===== src/rtl/uart_tx_scheduler.sv =====
// Round-robin scheduler that shares one 8N1 UART transmit line among four byte requesters.
// Each frame is granted to one requester and sent LSB-first, with bit timing taken from the system clock.
module uart_tx_scheduler #(
  parameter int unsigned CLK_HZ = 20000000,
  parameter int unsigned BAUD   = 9600,
  parameter int unsigned CPB    = CLK_HZ / BAUD
) (
  input  logic        clk,
  input  logic        reset,
  input  logic [3:0]  req,
  input  logic [31:0] data,
  output logic [3:0]  ack,
  output logic [1:0]  owner,
  output logic        busy,
  output logic        done,
  output logic        tx
);

  localparam int unsigned CW = (CPB > 1) ? $clog2(CPB) : 1;
  localparam logic [CW-1:0] CNT_LAST = CW'(CPB - 1);

  typedef enum logic [1:0] {
    S_IDLE,
    S_START,
    S_DATA,
    S_STOP
  } state_t;

  state_t        r_state;
  logic [1:0]    r_rr_ptr;
  logic [CW-1:0] r_cnt;
  logic [2:0]    r_bit_idx;
  logic [7:0]    r_shift;
  logic [3:0]    r_ack;
  logic [1:0]    r_owner;
  logic          r_busy;
  logic          r_done;
  logic          r_tx;

  logic          w_found;
  logic [1:0]    w_winner;
  logic [1:0]    w_idx;
  logic          w_bit_end;

  // First requester at or after rr_ptr, wrapping modulo 4.
  always_comb begin
    w_found  = 1'b0;
    w_winner = '0;
    w_idx    = '0;
    for (int unsigned i = 0; i < 4; i++) begin
      w_idx = r_rr_ptr + 2'(i);
      if (!w_found && req[w_idx]) begin
        w_found  = 1'b1;
        w_winner = w_idx;
      end
    end
  end

  assign w_bit_end = (r_cnt == CNT_LAST);

  always_ff @(posedge clk) begin
    if (reset) begin
      r_state   <= S_IDLE;
      r_rr_ptr  <= '0;
      r_cnt     <= '0;
      r_bit_idx <= '0;
      r_shift   <= '0;
      r_ack     <= '0;
      r_owner   <= '0;
      r_busy    <= 1'b0;
      r_done    <= 1'b0;
      r_tx      <= 1'b1;
    end else begin
      r_ack  <= '0;
      r_done <= 1'b0;
      unique case (r_state)
        S_IDLE: begin
          r_tx  <= 1'b1;
          r_cnt <= '0;
          if (w_found) begin
            r_ack           <= '0;
            r_ack[w_winner] <= 1'b1;
            r_shift         <= data[8*w_winner +: 8];
            r_owner         <= w_winner;
            r_busy          <= 1'b1;
            r_tx            <= 1'b0;
            r_rr_ptr        <= w_winner + 2'd1;
            r_state         <= S_START;
          end
        end
        S_START: begin
          if (w_bit_end) begin
            r_cnt     <= '0;
            r_bit_idx <= '0;
            r_tx      <= r_shift[0];
            r_state   <= S_DATA;
          end else begin
            r_cnt <= r_cnt + 1'b1;
          end
        end
        S_DATA: begin
          if (w_bit_end) begin
            r_cnt <= '0;
            if (r_bit_idx == 3'd7) begin
              r_tx    <= 1'b1;
              r_state <= S_STOP;
            end else begin
              // Next line level is taken from bit 1 because the shift lands on the same edge.
              r_shift   <= r_shift >> 1;
              r_tx      <= r_shift[1];
              r_bit_idx <= r_bit_idx + 3'd1;
            end
          end else begin
            r_cnt <= r_cnt + 1'b1;
          end
        end
        S_STOP: begin
          if (w_bit_end) begin
            r_cnt   <= '0;
            r_busy  <= 1'b0;
            r_done  <= 1'b1;
            r_state <= S_IDLE;
          end else begin
            r_cnt <= r_cnt + 1'b1;
          end
        end
        default: r_state <= S_IDLE;
      endcase
    end
  end

  assign ack   = r_ack;
  assign owner = r_owner;
  assign busy  = r_busy;
  assign done  = r_done;
  assign tx    = r_tx;

endmodule


===== config.mk =====
export PLATFORM = sky130hd
export DESIGN_NAME = uart_tx_scheduler
export DESIGN_NICKNAME = d
export VERILOG_FILES = /design/src/rtl/uart_tx_scheduler.sv
export SDC_FILE = /design/constraint.sdc
export NUM_CORES = 1
export LEC_CHECK = 0
export ABC_AREA = 1
export CAP_MARGIN = 20
export CORE_MARGIN = 2
export CORE_UTILIZATION = 35
export CTS_BUF_LIST = sky130_fd_sc_hd__clkbuf_4
export DETAILED_ROUTE_END_ITERATION = 10
export SYNTH_ARGS = -nofsm -noshare
export SYNTH_HDL_FRONTEND = slang
export SYNTH_SLANG_ARGS = --single-unit

===== constraint.sdc =====
create_clock -name clk -period 2.7 [get_ports clk]
set_input_delay 0.405 -clock clk [delete_from_list [all_inputs] [get_ports clk]]
set_output_delay 0.405 -clock clk [all_outputs]
set_load 0.05 [all_outputs]

Yosys cells after proc, flatten, opt, wreduce, memory -nomap -nowiden
Index checks and enable logic that the tools add are counted.

cells by class
  shifts and indexed selects = 1
  $lt $le $gt $ge = 6
  equality and inequality tests = 11
  bitwise gates (word level) = 3
  mux-type cells = 43
  $add $sub $neg = 6
  reduce and logical (&&, ||, !) cells = 21

operators with widths
  cell                     number
  $shiftx A32 B6 Y8        1
  $mux W8                  3
  $pmux W12 S2             1
  $mux W2                  9
  $mux W1                  16
  $pmux W8 S2              1
  $lt A2 B3 Y1 const B     5
  $add A12 B1 Y12 const B  1
  $eq A12 B12 Y1 const B   1
  $mux W12                 1
  $ne A2 B2 Y1 const B     6
  $mux W3                  3
  $bmux W1 S2              4
  $pmux W2 S4              1
  $reduce_and A4 Y1        2
  $pmux W3 S2              1
  $reduce_and A3 Y1        2
  $reduce_bool A2 Y1       3
  $reduce_or A3 Y1         2
  $reduce_and A5 Y1        1
  $add A2 B1 Y2 const B    2
  $add A2 B2 Y2 const B    2
  $eq A2 B2 Y1 const B     2
  $logic_and A1 B1 Y1      4
  13 further kinds         17

storage, ports and cells
  register bits = 36

Depth between registers and ports, before layout
  word-level depth = 16
  mapped depth = 15

Least setup slack after synthesis
Ideal clock, no wire load.

  path type = reg2reg
  start point = reg r_rr_ptr[0]
  end point = reg r_rr_ptr[1]
  period minus slack after synthesis = 1.885 ns
  slack = 0.815 ns
  cell stages (with the launch flop) = 15
  required time = 2.580 ns
  buffers on the path = 2
  arrival time = 1.765 ns
  setup time = 0.120 ns
  path through = dfxtp_1 -> inv_2 -> buf_6 -> nand2_1 -> nand2_1 -> nand2_2 -> nand2_4 -> nor2_8 -> nand3_4 -> nand3_4 -> buf_12 -> inv_1 -> ha_1 -> o21ai_0 -> a21oi_1

on the way
  longest elaborated chain between the ends = 13
  elaborated cells between the ends (all ways) = 27
  classes of those cells = add/sub: 4; mux: 16; reduce/logical: 7

RTL lines
  item                                                    RTL line  RTL
  start: declaration                                      30        logic [1:0] r_rr_ptr;
  start signal: assignment                                87        r_rr_ptr <= w_winner + 2'd1;
  branches (longest 11 deep; another with $add A2 B1 Y2)  --
  $mux W2 (*)                                             52        if (!w_found && req[w_idx]) begin
  net w_winner[0]                                         41        logic [1:0] w_winner;
  $add A2 B1 Y2 (*)                                       87

Mark *: on every way through the listed nets, which the timed path passes. The select of a mux whose other input is x is not followed.
A chain may end at the register's enable or synchronous reset.

Final worst setup path
  start point = reg r_cnt[0]
  end point = reg r_shift[4]

on the way
  longest elaborated chain between the ends = 3

RTL lines
  item                                RTL line  RTL
  start: declaration                  31        logic [CW-1:0] r_cnt;
  start signal: assignment            98        r_cnt <= r_cnt + 1'b1;
  start signal: assignment            114       r_cnt <= r_cnt + 1'b1;
  start signal: assignment            124       r_cnt <= r_cnt + 1'b1;
  $eq A12 B12 Y1                      59        assign w_bit_end = (r_cnt == CNT_LAST);
  $ne A2 B2 Y1 (no source line)       --
  $reduce_and A4 Y1 (no source line)  --
  end signal: assignment              83        r_shift <= data[8*w_winner +: 8];
  end signal: assignment              109       r_shift <= r_shift >> 1;
  end: declaration                    33        logic [7:0] r_shift;

Every way passes these cells.

==> impl_metrics.tcl <==
set metrics [dict create \
    yosysWarnings 0 \
    cts_setup_buffers 0 \
    min_delay_path_depth 2 \
    fmax_mhz 491 \
    drt_iter0_drc 84 \
    syn-cell-area_um2 2270 \
    synthFlopType "dfxtp_1" \
    drc 0 \
    utilization_pct 45.4 \
    die_area_um2 7150 \
    netlist_instances 324 \
    grt_use_met1_pct 19.5 \
    status "finished clean" \
    pwr-share-comb_pct 65.2 \
    die_x_um 84.6 \
    post-dp-hpwl_um 4030 \
    hold_viol_final 0 \
    yosys.area.top_type "dfxtp_1" \
    layout_common_cells "nand2_1, nand3_1, clkdlybuf4s50_1" \
    ys_seq_area_share_pct 31.7 \
    cts_tree "yes" \
    grt_busiest_layer "met2" \
    r2r_setup_slack_ns 0.66 \
    drive_above_1_share_pct 12.0 \
    yosysTopAreaCellShare_pct 31.7 \
    grt_overflow_total 0 \
    skew_ns 0.0138 \
    routed_via_density 4.80 \
    placed_area_um2 2790 \
    relSlewSlack_pct 65.6 \
    num_io_pins 47 \
    numCtsBuffers 5 \
    hold_path_class "register to register" \
    nets 425 \
    hp-start "tx" \
    cap_violations 0 \
    grt_usage_pct 15.1 \
    grt_max_degree 17 \
    async_reset_ff_share_pct 0 \
    cts_root_buf "clkbuf_4" \
    yosys-top-cells-area "dfxtp_1, nand3_1, nand2_1, a21oi_1, ha_1" \
    core-area_um2 6310 \
    fin_setup_tns_ns 0 \
    slew_viol_final 0 \
    drt_first_pass_iters 4 \
    wl_per_cell_um 11.3 \
    grt_pass1_vias 2118 \
    clockBufferDepth 2 \
    synthesis.nets 374 \
    dp_cells 445 \
    vdd_drop_max_mv 0.513 \
    syn_area_per_cell_um2 7.01 \
    synth_edf_count 0 \
    switching_share_pct 49.7 \
    cts.sinks 36 \
    power_leakage_nw 1.27 \
    routed_wl_um 5140 \
    worstSetupStartpointType "register" \
    seqPwrFrac_pct 22.8 \
    finalCritPeriodShare_pct 75.4 \
    use_met2_pct 25.5 \
    h-tree-depth 2 \
    antenna_found_initial 0 \
    synth.distinct_cells 36 \
    ys_ff_latch 36 \
    grt_pass1_wl_um 9140 \
    min_to "tx" \
    crit_path_end_kind "register" \
    diodes 0 \
    intPower_mw 1.61 \
    area_growth_pct 26.3 \
    tightest_slew_ns 0.515 \
    ant_nets 0 \
    r2r_start "r_cnt[0]" \
    power_density_nw_per_um2 1110 \
    path_clk_slew_ns 0.11 \
    switchingPower_mw 1.59 \
    postCtsHoldBufs 0 \
    clock_latency_ns 0.34 \
    portBuffers 46 \
    die_h_um 84.6 \
    setup_viol 0 \
    layout_commonest_cell "nand2_1" \
    fin_area_um2 2870 \
    final_cell_count_no_fill 453 \
    timing.final.crit_period_ns 2.04 \
    start_util_pct 36.0 \
    vias 2175 \
    std_cell_rows 29 \
    globalplace.congestion 0.807 \
    cp_data_arrival_time_ns 2.31 \
    path_class "register to register" \
    required_ns 2.97 \
    use_met3_pct 3.64 \
    path_max_fanout 9 \
    r2r_cells 10 \
    cts.repair.resized 0 \
    rsz0062_at_grt "false" \
    p_clk_share_pct 12.0 \
    rr_endpoint "r_shift[4]" \
]
-- sequential cells by signal, indices dropped and copies added (netlist names) --
name       flops
r_rr_ptr       2
r_state        2
r_bit_idx      3
ack            4
r_shift        8
tx             1
r_cnt         12
busy           1
owner          2
done           1
-- synth_stat cells, types with 2 or more instances --
| cell | instances |
|---|---|
| a21oi_1 | 31 |
| buf_6 | 3 |
| dfxtp_1 | 36 |
| ha_1 | 12 |
| inv_1 | 31 |
| inv_2 | 4 |
| nand2_1 | 63 |
| nand2_2 | 14 |
| nand2_4 | 2 |
| nand3_1 | 55 |
| nand3_2 | 2 |
| nand3_4 | 2 |
| nor2_1 | 22 |
| nor3_1 | 5 |
| nor3b_1 | 2 |
| o21ai_0 | 18 |
| or2_2 | 2 |
| xor2_1 | 2 |
-- metal layers --
metal	up-vias	part of all wire [%]
li1	1168	-
met1	952	49
met2	46	45
met3	9	4.4
met4	0	1.2
met5	-	0
-- how the worst max path moves through the flow --
stage | startpoint | endpoint | slack [ns] | cells past startpoint
after floorplan | r_rr_ptr[0] | r_rr_ptr[1] | 0.81 | 14
after global placement | req[1] | r_rr_ptr[1] | 0.39 | 13
after detailed placement | req[1] | r_rr_ptr[1] | 0.32 | 13
after CTS | r_cnt[0] | r_shift[4] | 0.63 | 10
after global routing | r_cnt[0] | r_shift[3] | 0.37 | 10
final | r_cnt[0] | r_shift[4] | 0.66 | 10
-- power groups by stage --
stage	combinational (mW)	clock (mW)	sequential, mW
2_1_floorplan	1.52	0	0.885
3_3_place_gp	2.07	0	0.739
3_5_place_dp	2.10	0	0.741
4_1_cts	2.10	0.398	0.730
5_1_grt	2.35	0.420	0.746
6_report	2.08	0.385	0.728
-- per-stage QoR --
step	worst slack (ns)	power [mW]	hold slack, ns
finish	0.664	3.19	0.481
global route	0.373	3.52	0.504
CTS	0.635	3.23	0.485
floorplan	0.815	2.41	0.430
detailed placement	0.322	2.84	0.458
global placement	0.385	2.81	0.450
-- worst max-delay path, cell delays in order (launching register included) --
cell and delay [ns]:
dfxtp_1 0.36, inv_1 0.06, ha_1 0.14, nand3_1 0.07, nor3_1 0.42, inv_1 0.19, nor2_1 0.25, o21ai_4 0.12
inv_2 0.14, o21ai_0 0.10, a21oi_1 0.11
-- final cells by class --
type	count	area [µm²]
multi-input combinational	242	1320
fill	675	3440
tap	77	96.3
inverter	36	135
clock inverter	2	35.0
sequential	36	721
timing repair buffer	54	520
clock buffer	6	45.0
-- logic make-up after synthesis --
logic type / after synthesis / synth area share (%)
AO/OA/AOI/OAI: 54 / 12.7
XOR/XNOR: 3 / 1.16
adder cells (fa/ha/maj): 12 / 6.61
buffers and inverters: 46 / 10.3
flip-flops: 36 / 31.7
AND/OR/NAND/NOR: 173 / 37.5
(Power assumes the default switching activity.)
